### src/rtl/usbdev_pkg.sv
// Shared line-state encodings, FSM states and protocol limits for the
// USB device receive path.
package usbdev_pkg;

    localparam logic [1:0] LS_SE0 = 2'b00;
    localparam logic [1:0] LS_J   = 2'b01;
    localparam logic [1:0] LS_K   = 2'b10;
    localparam logic [1:0] LS_SE1 = 2'b11;

    localparam logic [2:0] SYNC_MIN_ZEROS = 3'd5;
    localparam logic [2:0] STUFF_LIMIT    = 3'd6;
    localparam logic [3:0] IDLE_J_COUNT   = 4'd8;

    typedef enum logic [2:0] {
        ST_IDLE,
        ST_SYNC,
        ST_DATA,
        ST_EOP,
        ST_ERR_WAIT
    } rx_state_e;

    function automatic logic is_jk_change(input logic [1:0] prev, input logic [1:0] cur);
        return ((prev == LS_J) && (cur == LS_K)) || ((prev == LS_K) && (cur == LS_J));
    endfunction

endpackage

### src/rtl/usbdev_rx_dpll.sv
// Line synchroniser, low-speed polarity swap and oversampling phase tracker
// that produces one sample strobe per recovered bit.
module usbdev_rx_dpll
    import usbdev_pkg::*;
#(
    parameter int OVERSAMPLE  = 4,
    parameter int SYNC_STAGES = 2,
    parameter int LS_MODE     = 0
) (
    input  logic       clk,
    input  logic       rst_n,
    input  logic       dp,
    input  logic       dm,
    input  logic       run,
    input  logic       start,
    output logic [1:0] line_state,
    output logic       rx_se0,
    output logic       sample
);

    localparam int            CW        = (OVERSAMPLE > 2) ? $clog2(OVERSAMPLE) : 1;
    localparam logic [CW-1:0] PHASE_ONE = CW'(1);
    localparam logic [CW-1:0] PHASE_MID = CW'(OVERSAMPLE / 2);
    localparam logic [CW-1:0] PHASE_MAX = CW'(OVERSAMPLE - 1);

    logic [SYNC_STAGES-1:0] dp_sync;
    logic [SYNC_STAGES-1:0] dm_sync;
    logic                   dp_line;
    logic                   dm_line;
    logic [1:0]             prev_state;
    logic [CW-1:0]          phase;

    always_ff @(posedge clk or negedge rst_n) begin
        if (!rst_n) begin
            dp_sync <= '0;
            dm_sync <= '0;
        end else begin
            dp_sync <= {dp_sync[SYNC_STAGES-2:0], dp};
            dm_sync <= {dm_sync[SYNC_STAGES-2:0], dm};
        end
    end

    // Low speed idles with D- high; swapping here keeps J = (1,0) downstream.
    assign dp_line = (LS_MODE != 0) ? dm_sync[SYNC_STAGES-1] : dp_sync[SYNC_STAGES-1];
    assign dm_line = (LS_MODE != 0) ? dp_sync[SYNC_STAGES-1] : dm_sync[SYNC_STAGES-1];

    always_ff @(posedge clk or negedge rst_n) begin
        if (!rst_n) begin
            line_state <= LS_SE0;
            rx_se0     <= 1'b1;
            prev_state <= LS_SE0;
        end else begin
            line_state <= {dm_line, dp_line};
            rx_se0     <= ~dp_line & ~dm_line;
            prev_state <= line_state;
        end
    end

    // Every J/K transition re-centres the phase so the strobe lands mid-bit.
    always_ff @(posedge clk or negedge rst_n) begin
        if (!rst_n) begin
            phase <= '0;
        end else if (start || (run && is_jk_change(prev_state, line_state))) begin
            phase <= PHASE_ONE;
        end else if (run) begin
            phase <= (phase == PHASE_MAX) ? '0 : phase + PHASE_ONE;
        end else begin
            phase <= '0;
        end
    end

    assign sample = run && (phase == PHASE_MID);

endmodule

### src/rtl/usbdev_rx_phy.sv
// Oversampling USB receive PHY: NRZI decode, SYNC detection, bit unstuffing
// and LSB-first byte assembly with stuff/SE1/partial-byte error reporting.
module usbdev_rx_phy
    import usbdev_pkg::*;
#(
    parameter int OVERSAMPLE  = 4,
    parameter int SYNC_STAGES = 2,
    parameter int LS_MODE     = 0
) (
    input  logic       clk,
    input  logic       rst_n,
    input  logic       enable,
    input  logic       dp_i,
    input  logic       dm_i,
    output logic [1:0] line_state,
    output logic       rx_se0,
    output logic       rx_active,
    output logic [7:0] rx_data,
    output logic       rx_valid,
    output logic       rx_eop,
    output logic       rx_error
);

    rx_state_e  state;
    logic       sample;
    logic       run;
    logic       start;
    logic       bit_val;
    logic [1:0] prev_sample;
    logic [2:0] zero_cnt;
    logic [2:0] ones_cnt;
    logic [2:0] bit_cnt;
    logic [3:0] j_cnt;
    logic [6:0] shift;
    logic       err_seen;

    assign run     = (state != ST_IDLE);
    assign start   = enable && (state == ST_IDLE) && (line_state == LS_K);
    assign bit_val = (line_state == prev_sample);

    usbdev_rx_dpll #(
        .OVERSAMPLE (OVERSAMPLE),
        .SYNC_STAGES(SYNC_STAGES),
        .LS_MODE    (LS_MODE)
    ) u_dpll (
        .clk       (clk),
        .rst_n     (rst_n),
        .dp        (dp_i),
        .dm        (dm_i),
        .run       (run),
        .start     (start),
        .line_state(line_state),
        .rx_se0    (rx_se0),
        .sample    (sample)
    );

    always_ff @(posedge clk or negedge rst_n) begin
        if (!rst_n) begin
            state       <= ST_IDLE;
            prev_sample <= LS_J;
            zero_cnt    <= '0;
            ones_cnt    <= '0;
            bit_cnt     <= '0;
            j_cnt       <= '0;
            shift       <= '0;
            err_seen    <= 1'b0;
            rx_active   <= 1'b0;
            rx_data     <= '0;
            rx_valid    <= 1'b0;
            rx_eop      <= 1'b0;
            rx_error    <= 1'b0;
        end else begin
            rx_valid <= 1'b0;
            rx_eop   <= 1'b0;
            rx_error <= 1'b0;
            if (!enable) begin
                state     <= ST_IDLE;
                rx_active <= 1'b0;
            end else if (state == ST_IDLE) begin
                if (line_state == LS_K) begin
                    state       <= ST_SYNC;
                    prev_sample <= LS_J;
                    zero_cnt    <= '0;
                end
            end else if (sample) begin
                prev_sample <= line_state;
                if ((line_state == LS_SE1) && (state != ST_ERR_WAIT)) begin
                    rx_error  <= 1'b1;
                    rx_active <= 1'b0;
                    state     <= ST_ERR_WAIT;
                    j_cnt     <= '0;
                end else begin
                    case (state)
                        ST_SYNC: begin
                            if (line_state == LS_SE0) begin
                                state <= ST_ERR_WAIT;
                                j_cnt <= '0;
                            end else if (!bit_val) begin
                                if (zero_cnt != 3'd7) zero_cnt <= zero_cnt + 3'd1;
                            end else if (zero_cnt >= SYNC_MIN_ZEROS) begin
                                state     <= ST_DATA;
                                rx_active <= 1'b1;
                                ones_cnt  <= 3'd1;
                                bit_cnt   <= '0;
                                err_seen  <= 1'b0;
                            end else begin
                                state <= ST_ERR_WAIT;
                                j_cnt <= '0;
                            end
                        end
                        ST_DATA: begin
                            if (line_state == LS_SE0) begin
                                state <= ST_EOP;
                                if (bit_cnt != '0) begin
                                    rx_error  <= 1'b1;
                                    rx_active <= 1'b0;
                                    err_seen  <= 1'b1;
                                end
                            end else if (ones_cnt == STUFF_LIMIT) begin
                                // Bit after six ones must be a stuffed zero.
                                if (bit_val) begin
                                    rx_error  <= 1'b1;
                                    rx_active <= 1'b0;
                                    state     <= ST_ERR_WAIT;
                                    j_cnt     <= '0;
                                end else begin
                                    ones_cnt <= '0;
                                end
                            end else begin
                                ones_cnt <= bit_val ? ones_cnt + 3'd1 : '0;
                                shift    <= {bit_val, shift[6:1]};
                                bit_cnt  <= bit_cnt + 3'd1;
                                if (bit_cnt == 3'd7) begin
                                    rx_data  <= {bit_val, shift};
                                    rx_valid <= 1'b1;
                                end
                            end
                        end
                        ST_EOP: begin
                            if (line_state == LS_J) begin
                                state     <= ST_IDLE;
                                rx_active <= 1'b0;
                                rx_eop    <= ~err_seen;
                            end else if (line_state == LS_K) begin
                                state     <= ST_ERR_WAIT;
                                j_cnt     <= '0;
                                rx_active <= 1'b0;
                                rx_error  <= ~err_seen;
                            end
                        end
                        ST_ERR_WAIT: begin
                            if (line_state == LS_J) begin
                                if (j_cnt == IDLE_J_COUNT - 4'd1) state <= ST_IDLE;
                                j_cnt <= j_cnt + 4'd1;
                            end else begin
                                j_cnt <= '0;
                            end
                        end
                        default: state <= ST_IDLE;
                    endcase
                end
            end
        end
    end

endmodule

### config.mk
export PLATFORM = sky130hd
export DESIGN_NAME = usbdev_rx_phy
export DESIGN_NICKNAME = d
export VERILOG_FILES = /design/src/rtl/usbdev_pkg.sv /design/src/rtl/usbdev_rx_dpll.sv /design/src/rtl/usbdev_rx_phy.sv
export SDC_FILE = /design/constraint.sdc
export NUM_CORES = 1
export LEC_CHECK = 0
export ABC_AREA = 1
export ABC_CLOCK_PERIOD_IN_PS = 2000
export CORE_AREA = 3 3 78 80
export DETAILED_ROUTE_END_ITERATION = 8
export DIE_AREA = 0 0 81 83
export GPL_TIMING_DRIVEN = 1
export PLACE_DENSITY = 0.68
export SYNTH_ARGS = -nofsm -noshare
export SYNTH_HDL_FRONTEND = slang
export SYNTH_HIERARCHICAL = 1
export SYNTH_SLANG_ARGS = --single-unit
### constraint.sdc
create_clock -name clk -period 2 [get_ports clk]
set_input_delay 0.2 -clock clk [delete_from_list [all_inputs] [get_ports clk]]
set_output_delay 0.2 -clock clk [all_outputs]
set_load 0.02 [all_outputs]
# After elaboration in Yosys (flattened, before gate mapping)
# Index checks and enable logic that the tools add are counted.
# word_totals
register_bits	49
out_inout_bits	15
word_cells	214
# op_classes
addsub	5
magnitude_cmp	1
n_eq_ne	53
n_mux	100
n_bitwise	8
n_reduce_logical	28
# op_table
operator	n
3-bit 2-to-1 mux	35
1-bit 2-to-1 mux	42
4-bit 2-to-1 mux	10
10-bit AND reduction	4
5-bit != test (second input constant)	6
3-bit != test (second input constant)	8
8-bit AND reduction	3
2-bit != test (second input constant)	10
4-bit != test (second input constant)	5
6-bit != test (second input constant)	3
4-bit case mux with 4 select lines	1
2-bit 2-to-1 mux	6
3-bit case mux with 2 select lines	2
3-bit case mux with 4 select lines	1
11-bit AND reduction	1
2-bit == test (second input constant)	5
3-bit by 1-bit adder with 3-bit output (second input constant)	3
3-bit == test (second input constant)	3
2-bit nonzero test	4
1-bit logical AND	7
1-bit inverter	7
7-bit AND reduction	1
3-bit by 2-bit == test with 1-bit output (second input constant)	2
2-bit by 1-bit != test with 1-bit output (second input constant)	3
19 further kinds	23

# Depth between registers and ports, before layout
# Gate-level depths: netlist of run 1.
# depth
ltp_word	9
mapped_depth	14

# Modules after synthesis
# Netlist of run 1, hierarchy kept.
# by_module_without_submodules
module	instances	cells_per_inst	area_each_um2	seq_area_each_um2
usbdev_rx_phy	1	318	2290.9	952.2
usbdev_rx_dpll	1	34	384.1	276.5

# Worst setup path after synthesis of run 1
# OpenSTA, ideal clock, no wires.
# synth_timing
path_kind	flip-flop to flip-flop
startpoint	reg state[0]
endpoint	reg j_cnt[0]
setup_ps	117
arrival_ps	1493
required_time_ps	1883
path_slack_ps	390
stages_incl_launch_ff	15
synth_period_minus_slack_ps	1610
cell_sequence	dfrtp_1 -> buf_4 -> nor2_8 -> nand2_4 -> nand2_1 -> inv_1 -> nand2_1 -> inv_1 -> nand2_2 -> inv_1 -> nand3_1 -> a21oi_2 -> nand2_1 -> nand2_1 -> nand2_1
# synth_rtl
item	line_no	source
from (decl)	usbdev_rx_phy.sv:24	rx_state_e state;
from (signal assigned)	usbdev_rx_phy.sv:59	state <= ST_IDLE;
from (signal assigned)	usbdev_rx_phy.sv:77	state <= ST_IDLE;
from (signal assigned)	usbdev_rx_phy.sv:81	state <= ST_SYNC;
3-bit nonzero test	usbdev_rx_phy.sv:37	assign run = (state != ST_IDLE);
named net run	usbdev_rx_phy.sv:26	logic run;
1-bit logical AND	usbdev_rx_dpll.sv:72	assign sample = run && (phase == PHASE_MID);
named net sample	usbdev_rx_phy.sv:25	logic sample;
11-bit AND reduction (no source line)	-	
to (signal assigned)	usbdev_rx_phy.sv:154	j_cnt <= j_cnt + 4'd1;
to (decl)	usbdev_rx_phy.sv:33	logic [3:0] j_cnt;
# The timed path passes the listed nets, and every way through them passes these cells.
# A chain may end at the register's enable or synchronous reset.

# Final worst setup path of run 1
# layout_timing
startpoint	reg u_dpll.line_state[1]
endpoint	out line_state[1]
# layout_rtl
item	line_no	source
from (decl)	usbdev_rx_dpll.sv:16	output logic [1:0] line_state,
from (signal assigned)	usbdev_rx_dpll.sv:53	line_state <= {dm_line, dp_line};
to (decl)	usbdev_rx_phy.sv:15	output logic [1:0] line_state,
# No word-level cell between the ends.

==> results of run 1 <==
## flip-flops by register name (all words and copies together) (netlist names)
name               cells
bit_cnt                3
rx_data                8
u_dpll/rx_se0          1
err_seen               1
u_dpll/dm_sync         2
zero_cnt               3
state                  3
rx_error               1
u_dpll/dp_sync         2
rx_eop                 1
ones_cnt               3
u_dpll/prev_state      2
u_dpll/line_state      2
prev_sample            2
u_dpll/phase           2
rx_active              1
shift                  7
rx_valid               1
j_cnt                  4
## logic make-up after synthesis
family          Yosys count  share of synthesized area [%]
flops                    49                           45.9
buf+inv                  48                           7.30
fa+ha+maj                10                           4.68
compound gates           39                           7.44
xor+xnor                  1                          0.327
simple gates            205                           34.3
## power by group through the flow
stage / clock, uW / sequential [uW] / combinational, uW
final: 576 / 1170 / 847
after global routing: 648 / 1180 / 983
after CTS: 604 / 1170 / 854
after detailed placement: 0 / 1190 / 848
after global placement: 0 / 1180 / 850
after floorplan: 0 / 1170 / 613
## metrics by stage
| stage | utilization, % | hold slack [ns] | cell area (um^2) | power, uW |
|---|---|---|---|---|
| after CTS | 56.5 | 0.325 | 3090 | 2630 |
| after global placement | 54.7 | 0.207 | 3000 | 2030 |
| final | 56.5 | 0.340 | 3090 | 2590 |
| after detailed placement | 54.7 | 0.209 | 3000 | 2040 |
| after floorplan | - | -0.0956 | 2680 | 1790 |
| after global routing | 56.5 | 0.325 | 3090 | 2810 |
## synthesized netlist by cell type (2+ instances only)
library cell,instances
sky130_fd_sc_hd__o21ai_0,8
sky130_fd_sc_hd__o21ai_1,25
sky130_fd_sc_hd__nand4_1,3
sky130_fd_sc_hd__nor2_4,2
sky130_fd_sc_hd__a21oi_1,5
sky130_fd_sc_hd__nand2_1,123
sky130_fd_sc_hd__nand3_2,2
sky130_fd_sc_hd__dfstp_2,2
sky130_fd_sc_hd__inv_2,4
sky130_fd_sc_hd__inv_1,39
sky130_fd_sc_hd__dfrtp_1,47
sky130_fd_sc_hd__nand2_4,2
sky130_fd_sc_hd__nor2_8,2
sky130_fd_sc_hd__nor3_1,3
sky130_fd_sc_hd__nand2_2,6
sky130_fd_sc_hd__nand3_1,25
sky130_fd_sc_hd__buf_4,3
sky130_fd_sc_hd__nor2_1,31
sky130_fd_sc_hd__nor2_2,4
sky130_fd_sc_hd__ha_1,10
## what timing repair did
| item | 4_1_cts | 5_1_grt |
|---|---|---|
| gates resized for setup | 0 | 1 |
| hold buffers | 1 | 0 |
| setup buffers | 0 | 0 |
| endpoints found under the setup margin | 0 | 4 |
| endpoints found under the hold margin | 47 | 0 |
## how the worst min path moves through the flow
| stage | startpoint | slack, ns | cells after the start | end |
|---|---|---|---|---|
| after floorplan | rst_n | -0.1 | 0 | bit_cnt[0] |
| after global placement | rst_n | 0.21 | 2 | rx_active |
| after detailed placement | rst_n | 0.21 | 2 | rx_active |
| after CTS | dm_i | 0.33 | 1 | u_dpll/dm_sync[0] |
| after global routing | dp_i | 0.33 | 1 | u_dpll/dp_sync[0] |
| final | dm_i | 0.34 | 1 | u_dpll/dm_sync[0] |
## cells in the final DEF, fill, tap and decap left out, types with 2 or more instances in the layout
master,count
sky130_fd_sc_hd__a21oi_1,5
sky130_fd_sc_hd__buf_4,7
sky130_fd_sc_hd__clkbuf_8,5
sky130_fd_sc_hd__clkdlybuf4s50_1,18
sky130_fd_sc_hd__clkinvlp_4,2
sky130_fd_sc_hd__dfrtp_1,46
sky130_fd_sc_hd__dfstp_2,2
sky130_fd_sc_hd__ha_1,10
sky130_fd_sc_hd__inv_1,39
sky130_fd_sc_hd__inv_2,4
sky130_fd_sc_hd__nand2_1,123
sky130_fd_sc_hd__nand2_2,6
sky130_fd_sc_hd__nand2_4,2
sky130_fd_sc_hd__nand3_1,25
sky130_fd_sc_hd__nand3_2,2
sky130_fd_sc_hd__nand4_1,3
sky130_fd_sc_hd__nor2_1,31
sky130_fd_sc_hd__nor2_2,4
sky130_fd_sc_hd__nor2_4,2
sky130_fd_sc_hd__nor2_8,2
sky130_fd_sc_hd__nor3_1,3
sky130_fd_sc_hd__o21ai_0,8
sky130_fd_sc_hd__o21ai_1,25
## worst max-delay path: cells and delay by family (launching register included)
family / cells / cell delay, ns
DFF: 1 / 0.46
buffers and inverters: 2 / 0.77
## routing by layer
metal | track usage, % | wire length [um] | vias to the layer above
met4 | 5.22 | 102 | 0
met2 | 26.5 | 2280 | 45
met5 | 0 | 0 | -
met3 | 3.36 | 215 | 13
met1 | 24.7 | 2590 | 1007
li1 | - | - | 1165
## area by class of cell
type	count	area, um^2
multi-input combinational	255	1250
tap	72	90.1
inverter	44	168
fill	534	2380
clock buffer	6	72.6
sequential	49	1230
timing repair buffer	28	268
clock inverter	2	15.0
==> flow_summary.yaml, run 1 <==
synth:
  netlist.top_cell.by_area: "sky130_fd_sc_hd__dfrtp_1"
  proportion_of_synthesized_chip_area_in_sequential_cells_pct: 45.9
  ys_async_sr_fraction_pct: 100
  synth-edff-count: 0
  synthesis_stage_register_bit_count: 49
  dominantRegCellSynth: "sky130_fd_sc_hd__dfrtp_1"
  synth.yosys.warnings: 6
  syn_inst: 352
  ys_types: 26
  netlist_top_cells_area: "sky130_fd_sc_hd__dfrtp_1, sky130_fd_sc_hd__nand2_1, sky130_fd_sc_hd__inv_1, sky130_fd_sc_hd__ha_1, sky130_fd_sc_hd__nand3_1"
  net_count_of_the_mapped_netlist: 367
  synth_area_per_cell_um2: 7.60
  synth.top_cell.area_share_pct: 44.0
  mapped_area_um2: 2680
critical_path:
  crit_path_end_kind: "output pin"
  cpPeakStageDelay_ns: 0.60
  critical_path_required_ns: 1.80
  cp-start-kind: "register"
  cp_cell_sequence: "buf_4 > clkdlybuf4s50_1"
  category_of_the_most_critical_setup_path: "register to output pin"
  cp_max_fo: 6
  critical-path-slowest-cell: "sky130_fd_sc_hd__clkdlybuf4s50_1"
  worstSetupEndpoint: "line_state[1]"
  launching_point_of_the_worst_reg2reg_path: "ones_cnt[0]"
  rr_worst_depth: 11
  regToRegEndpoint: "j_cnt[1]"
  crit_arrival_ns: 1.53
  crit_path_start: "u_dpll/line_state[1]"
  timing.reg2reg.setup_slack_ns: 0.28
pwr:
  power-per-cell-area_nw_per_um2: 837
  vdd_drop_max_uv: 568
  power.switching_uw: 951
  static-leakage-power_uw: 0.00156
  power.internal_uw: 1640
  seq_power_share_pct: 45.0
  power_switching_share_pct: 36.7
  power_frac_comb_pct: 32.7
  clock_power_share_pct: 22.2
die:
  floorplan.initialDensity_pct: 48.9
  floorplan.io_pins: 20
  design.core.area_um2: 5470
  placementRows: 27
  fp.dieH_um: 83
  dieWidth_um: 81
  die_area_um2: 6720
finish:
  finalNonFillerCells: 456
  fin_nets: 398
  area_growth_pct: 15.7
  insertedDiodeCount: 0
  share_of_layout_cells_above_drive_strength_1_pct: 11.5
timing:
  timing.fmax_mhz: 579
  final_setup_violations: 0
  final_period_minus_worst_setup_slack_ns: 1.73
  hold_viol: 0
  final_critical_path_setup_slack_ns: 0.273
  final.setup_skew_ns: 0.00330
  layout_worst_path_cycle_share_pct: 86.3
  grt_setup_unrepaired: "false"
  slew_violations: 0
  setup-tns-final_ns: 0
  worst_pin_slew_ns: 0.407
  slew_headroom_pct: 72.8
place:
  place.detailed.instances: 447
  io_buffers: 19
  dp.final_hpwl_mm: 3.88
  place_ws_ns: 0.243
  gpl.final_weighted_congestion: 0.926
route:
  detailedRoute.firstPassIterationCount: 4
  route.detailed.wl_per_inst_um: 11.4
  drt-vias-per-instance: 4.89
  vias_after_detailed_routing: 2230
  drt.antenna.violating_nets: 0
  routed_wirelength_mm: 5.19
  post-route-drc-count: 0
  dr.first_iter.drc_count: 122
flow_run:
  drv.max_cap_violation_count: 0
global_route:
  global_route_wire_length_before_repair_mm: 9.36
  grt_pass1_vias: 2093
  grt_use_total_pct: 17.3
  grt_antenna_before_repair: 0
  grt_remaining_overflow: 0
  grt_start_max_net_pins: 50
cts:
  tritoncts_clock_tree: "built"
  clock_edge_transition_at_the_registers_on_the_reported_setup_and_hold_paths_ns: 0.09
  cts-root-to-sink-buffers: 2
  clock-sinks: 49
  clk_root_buffer_cell: "sky130_fd_sc_hd__clkbuf_8"
  clk-insertion-delay-late_ns: 0.30
  cts_buffers: 5
  htree_num_levels: 2
worst_hold_path:
  hold_path_class: "input port to register"
outcome:
  outcome: "completed"
(Power assumes the default switching activity.)
==> inputs of run 2 (changes only) <==
--- a/config.mk
+++ b/config.mk
@@ -11,7 +11,7 @@
 export DETAILED_ROUTE_END_ITERATION = 8
 export DIE_AREA = 0 0 81 83
 export GPL_TIMING_DRIVEN = 1
-export PLACE_DENSITY = 0.68
+export PLACE_DENSITY_LB_ADDON = 0.05
 export SYNTH_ARGS = -nofsm -noshare
 export SYNTH_HDL_FRONTEND = slang
 export SYNTH_HIERARCHICAL = 1
==> run 2 against run 1 <==
Via count about the same. Sequential share of layout area unchanged. Power increased by 2.5%. Maximum frequency decreased by 2.3%. Setup slack got worse by 0.040 ns.
==> flow_summary.yaml, run 2 (synthesis results as in run 1) <==
outcome:
  outcome: "completed"
critical_path:
  cpPeakStageDelay_ns: 0.60
  crit_path_start: "u_dpll/line_state[0]"
  worst_path_dominant_cell_family: "buffers and inverters"
  worstSetupEndpoint: "line_state[0]"
  regToRegEndpoint: "rx_data[5]"
  cp_max_fo: 7
  cp_cell_sequence: "buf_4 > clkdlybuf4s50_1"
  crit_path_end_kind: "output pin"
  critical_path_required_ns: 1.80
  critical-path-slowest-cell: "sky130_fd_sc_hd__clkdlybuf4s50_1"
  critical_path_cell_count: 2
  path_buf_inv: 2
  crit_arrival_ns: 1.57
  rr_worst_depth: 11
  cp-start-kind: "register"
  category_of_the_most_critical_setup_path: "register to output pin"
  timing.reg2reg.setup_slack_ns: 0.26
  launching_point_of_the_worst_reg2reg_path: "state[2]"
die:
  placementRows: 27
  fp.dieH_um: 83
  floorplan.io_pins: 20
  floorplan.initialDensity_pct: 48.9
  design.core.area_um2: 5470
  die_area_um2: 6720
  dieWidth_um: 81
timing:
  final_period_minus_worst_setup_slack_ns: 1.77
  layout_worst_path_cycle_share_pct: 88.3
  grt_setup_unrepaired: "false"
  final.setup_skew_ns: 0.00771
  hold_viol: 0
  worst_pin_slew_ns: 0.415
  setup-tns-final_ns: 0
  timing.fmax_mhz: 566
  final_setup_violations: 0
  slew_violations: 0
  slew_headroom_pct: 72.3
flow_run:
  drv.max_cap_violation_count: 0
cts:
  tritoncts_clock_tree: "built"
  clk_root_buffer_cell: "sky130_fd_sc_hd__clkbuf_8"
  htree_num_levels: 2
  clk-insertion-delay-late_ns: 0.31
  cts-root-to-sink-buffers: 2
  cts_buffers: 5
  clock_edge_transition_at_the_registers_on_the_reported_setup_and_hold_paths_ns: 0.09
  clock-sinks: 49
route:
  route.detailed.wl_per_inst_um: 12.1
  vias_after_detailed_routing: 2228
  drt-vias-per-instance: 4.89
  routed_wirelength_mm: 5.50
  dr.first_iter.drc_count: 144
  drt.antenna.violating_nets: 0
  post-route-drc-count: 0
  detailedRoute.firstPassIterationCount: 4
finish:
  mostFrequentLayoutCell: "sky130_fd_sc_hd__nand2_1"
  insertedDiodeCount: 0
  largestRegisters: "rx_data x8, shift x7, j_cnt x4"
  regMostFlops: "rx_data"
  final_cell_mix: "sky130_fd_sc_hd__nand2_1, sky130_fd_sc_hd__dfrtp_1, sky130_fd_sc_hd__inv_1"
  share_of_layout_cells_above_drive_strength_1_pct: 11.7
  largest_register_ff_count: 8
  post-route-util_pct: 56.5
  area_growth_pct: 15.7
  fin_nets: 398
global_route:
  grt_use_total_pct: 18.1
  grt_busiest_layer: "met2"
  groute.layer.met2.usage_pct: 27.0
  grt_antenna_before_repair: 0
  globalRouteMet1Util_pct: 26.4
  grt_start_max_net_pins: 19
  grt_remaining_overflow: 0
  global_route_wire_length_before_repair_mm: 9.78
  met3_usage_pct: 3.69
  grt_pass1_vias: 2143
pwr:
  static-leakage-power_uw: 0.00157
  power-per-cell-area_nw_per_um2: 858
  vdd_drop_max_uv: 552
place:
  io_buffers: 19
  gpl.final_weighted_congestion: 0.970
  dp.final_hpwl_mm: 4.28
worst_hold_path:
  worst_hold_path.num_cells: 1
  hold_path_class: "input port to register"
-- run 2: cell count changes in the layout (fill, tap and decap cells not counted) --
| cell | before | now |
|---|---|---|
| sky130_fd_sc_hd__buf_4 | 7 | 8 |
| sky130_fd_sc_hd__clkinvlp_4 | 2 | 0 |
| sky130_fd_sc_hd__inv_6 | 0 | 1 |
| sky130_fd_sc_hd__buf_12 | 1 | 0 |
| sky130_fd_sc_hd__clkbuf_1 | 1 | 0 |
| sky130_fd_sc_hd__clkinv_4 | 0 | 1 |
| sky130_fd_sc_hd__clkbuf_8 | 5 | 6 |
-- run 2: layer usage --
metal | wire (um) | vias to the layer above
li1 | - | 1165
met1 | 2720 | 1015
met2 | 2500 | 41
met3 | 208 | 7
met4 | 75 | 0
met5 | 0 | -
-- run 2: worst register-to-register path: cells and delay by family (launching register included) --
kind | cells | cell delay [ns]
AO/OA/AOI/OAI | 1 | 0.08
buffers and inverters | 3 | 0.25
flip-flops | 1 | 0.47
AND/OR/NAND/NOR | 7 | 0.82
-- run 2: worst min path at each step --
stage / start / to / slack (ns)
final: dp_i / u_dpll/dp_sync[0] / 0.33
after global routing: dm_i / u_dpll/dm_sync[0] / 0.33
after floorplan: rst_n / bit_cnt[0] / -0.1
after global placement: rst_n / j_cnt[1] / 0.16
after CTS: dp_i / u_dpll/dp_sync[0] / 0.32
after detailed placement: rst_n / j_cnt[1] / 0.16
-- run 2: layout make-up --
| class | count | area [um^2] |
|---|---|---|
| fillers | 537 | 2380 |
| multi-input cells | 255 | 1250 |
| flip-flops and latches | 49 | 1230 |
| repair buffers | 28 | 255 |
| well taps | 72 | 90.1 |
| inverters | 44 | 168 |
| clock buffers | 6 | 82.6 |
| clock inverters | 2 | 17.5 |
-- run 2: repair_timing --
action / in CTS / in global routing
hold buffers: 1 / 0
hold endpoints to repair: 16 / 0
gates resized for setup: 0 / 1
setup endpoints to repair: 0 / 4
buffers inserted: 0 / 0
-- run 2: report_power, final --
part	switching [uW]	total, uW	internal (uW)
clock network	352	640	288
logic	560	848	287
registers	79.5	1170	1090
total	992	2650	1660
-- run 2: metrics by stage --
| step | cell area (um^2) | hold slack (ns) | setup slack, ns | instances | power (uW) |
|---|---|---|---|---|---|
| 2_1_floorplan | 2680 | -0.0956 | 0.390 | 352 | 1790 |
| 3_3_place_gp | 2980 | 0.163 | 0.250 | 447 | 2030 |
| 3_5_place_dp | 2980 | 0.161 | 0.217 | 447 | 2030 |
| 4_1_cts | 3090 | 0.318 | 0.201 | 456 | 2680 |
| 5_1_grt | 3090 | 0.328 | 0.00571 | 456 | 2850 |
| 6_report | 3090 | 0.332 | 0.233 | 456 | 2650 |
==> inputs of run 3 (changes only) <==
--- a/config.mk
+++ b/config.mk
@@ -6,10 +6,10 @@
 export NUM_CORES = 1
 export LEC_CHECK = 0
 export ABC_AREA = 1
-export ABC_CLOCK_PERIOD_IN_PS = 2000
-export CORE_AREA = 3 3 78 80
+export ABC_CLOCK_PERIOD_IN_PS = 1800
+export CORE_AREA = 3 3 95 97
 export DETAILED_ROUTE_END_ITERATION = 8
-export DIE_AREA = 0 0 81 83
+export DIE_AREA = 0 0 98 100
 export GPL_TIMING_DRIVEN = 1
 export PLACE_DENSITY_LB_ADDON = 0.05
 export SYNTH_ARGS = -nofsm -noshare
==> constraint.sdc (replaced) <==
create_clock -name clk -period 1.8 [get_ports clk]
set_input_delay 0.18 -clock clk [delete_from_list [all_inputs] [get_ports clk]]
set_output_delay 0.18 -clock clk [all_outputs]
set_load 0.02 [all_outputs]
==> run 3 against run 2 <==
Routed wire length up 11%. Combinational power rose by 27%. Clock skew is 0.0021 ns higher. Via count rose by 1.3%. Count of clock-buffer cells in the layout stayed put. Sequential power rose by 10%. Die area grew 46%. Sequential share of layout area is 2.7 points lower. First-iteration DRC count shrank 10%. Flip-flop and latch count is the same. Power is 19% higher. Clock power increased by 25%.
==> flow_summary.yaml, run 3 (synthesis results as in run 1) <==
outcome:
  outcome: "completed"
die:
  die_area_um2: 9800
  fp.dieH_um: 100
  placementRows: 33
  floorplan.io_pins: 20
  dieWidth_um: 98
  floorplan.initialDensity_pct: 32.6
  design.core.area_um2: 8220
timing:
  hold_viol: 0
  slew_violations: 0
  final_setup_violations: 0
  layout_worst_path_cycle_share_pct: 95.5
  slew_headroom_pct: 68.9
  timing.fmax_mhz: 582
  worst_pin_slew_ns: 0.467
  final.setup_skew_ns: 0.00985
  final_period_minus_worst_setup_slack_ns: 1.72
  final_critical_path_setup_slack_ns: 0.0814
cts:
  clock_edge_transition_at_the_registers_on_the_reported_setup_and_hold_paths_ns: 0.09
  cts-root-to-sink-buffers: 2
  tritoncts_clock_tree: "built"
  htree_num_levels: 2
  clk_root_buffer_cell: "sky130_fd_sc_hd__clkbuf_8"
  clock-sinks: 49
  cts_buffers: 5
  clk-insertion-delay-late_ns: 0.30
critical_path:
  category_of_the_most_critical_setup_path: "register to output pin"
  worst_path_dominant_cell_family: "buffers and inverters"
  cpPeakStageDelay_ns: 0.59
  crit_path_end_kind: "output pin"
  path_buf_inv: 2
  rr_worst_depth: 10
  launching_point_of_the_worst_reg2reg_path: "state[1]"
  cp_cell_sequence: "buf_4 > clkdlybuf4s50_1"
  cp_max_fo: 7
  critical_path_cell_count: 2
  regToRegEndpoint: "state[1]"
  critical-path-slowest-cell: "sky130_fd_sc_hd__clkdlybuf4s50_1"
  cp-start-kind: "register"
  critical_path_required_ns: 1.62
  timing.reg2reg.setup_slack_ns: 0.15
  crit_arrival_ns: 1.54
route:
  detailedRoute.firstPassIterationCount: 5
  vias_after_detailed_routing: 2257
  drt.antenna.violating_nets: 0
  drt-vias-per-instance: 4.50
  post-route-drc-count: 0
  route.detailed.wl_per_inst_um: 12.1
  routed_wirelength_mm: 6.08
  dr.first_iter.drc_count: 129
global_route:
  grt_antenna_before_repair: 0
  global_route_wire_length_before_repair_mm: 10.4
  grt_use_total_pct: 13.0
  grt_remaining_overflow: 0
  grt_pass1_vias: 2217
  grt_start_max_net_pins: 33
place:
  dp.final_hpwl_mm: 4.59
  place_ws_ns: 0.0605
  io_buffers: 19
  gpl.final_weighted_congestion: 0.874
finish:
  largest_register_ff_count: 8
  largestRegisters: "rx_data x8, shift x7, j_cnt x4"
  regMostFlops: "rx_data"
  insertedDiodeCount: 0
  final_cell_mix: "sky130_fd_sc_hd__nand2_1, sky130_fd_sc_hd__dfrtp_1, sky130_fd_sc_hd__inv_1"
  post-route-util_pct: 40.5
  area_growth_pct: 24.5
  share_of_layout_cells_above_drive_strength_1_pct: 17.7
  fin_nets: 410
  mostFrequentLayoutCell: "sky130_fd_sc_hd__nand2_1"
worst_hold_path:
  hold_path_class: "input port to register"
  worst_hold_path.num_cells: 1
  min_from: "dm_i"
  min_to: "u_dpll/dm_sync[0]"
flow_run:
  drv.max_cap_violation_count: 0
pwr:
  power-per-cell-area_nw_per_um2: 949
  vdd_drop_max_uv: 559
  static-leakage-power_uw: 0.00165
==> run 3: cell count changes in the layout (fill, tap and decap cells not counted), sizes merged <==
cell	previous run	this run
bufinv	0	1
buf	9	20
inv	45	44
nand3	27	28
==> run 3: worst max path at each step <==
stage	startpoint	end	slack, ns
3_3_place_gp	state[0]	j_cnt[3]	0.03
6_report	u_dpll/line_state[0]	line_state[0]	0.08
2_1_floorplan	state[0]	j_cnt[0]	0.19
4_1_cts	u_dpll/line_state[1]	line_state[1]	0.02
5_1_grt	u_dpll/phase[0]	shift[6]	-0.005
3_5_place_dp	enable	zero_cnt[1]	0.06
==> run 3: power by group <==
| part | internal (uW) | switching (uW) |
|---|---|---|
| clock network | 418 | 380 |
| logic | 389 | 686 |
| registers | 1210 | 74.4 |
| total | 2020 | 1140 |
==> run 3: timing repair <==
| action | 4_1_cts | 5_1_grt |
|---|---|---|
| hold buffers | 1 | 0 |
| resized for setup | 0 | 21 |
| endpoints found under the setup margin | 0 | 23 |
| setup buffers | 0 | 2 |
| endpoints found under the hold margin | 17 | 0 |
==> run 3: final cells by class <==
cell class                 instances  area [um^2]
fill                             832         4890
multi-input combinational        256         1320
sequential                        49         1230
timing repair buffer              39          370
inverter                          44          168
tap                              105          131
clock buffer                       6         72.6
clock inverter                     2         38.8
==> run 3: per-layer routing <==
metal | global-route usage (%) | part of all wire, % | up-vias
met5 | 0 | 0 | -
li1 | - | - | 1193
met3 | 2.29 | 3.1 | 2
met2 | 20.2 | 44 | 37
met1 | 18.7 | 52 | 1025
met4 | 3.83 | 0.59 | 0
==> run 3: through the flow <==
stage	TNS [ns]	hold slack [ns]	instances	cell area (um^2)	power, uW
floorplan	0	-0.116	352	2680	1990
global placement	0	0.152	489	3100	2350
detailed placement	0	0.159	489	3100	2340
CTS	0	0.298	498	3230	3150
global route	-0.0127	0.303	501	3330	3400
finish	0	0.311	501	3330	3160
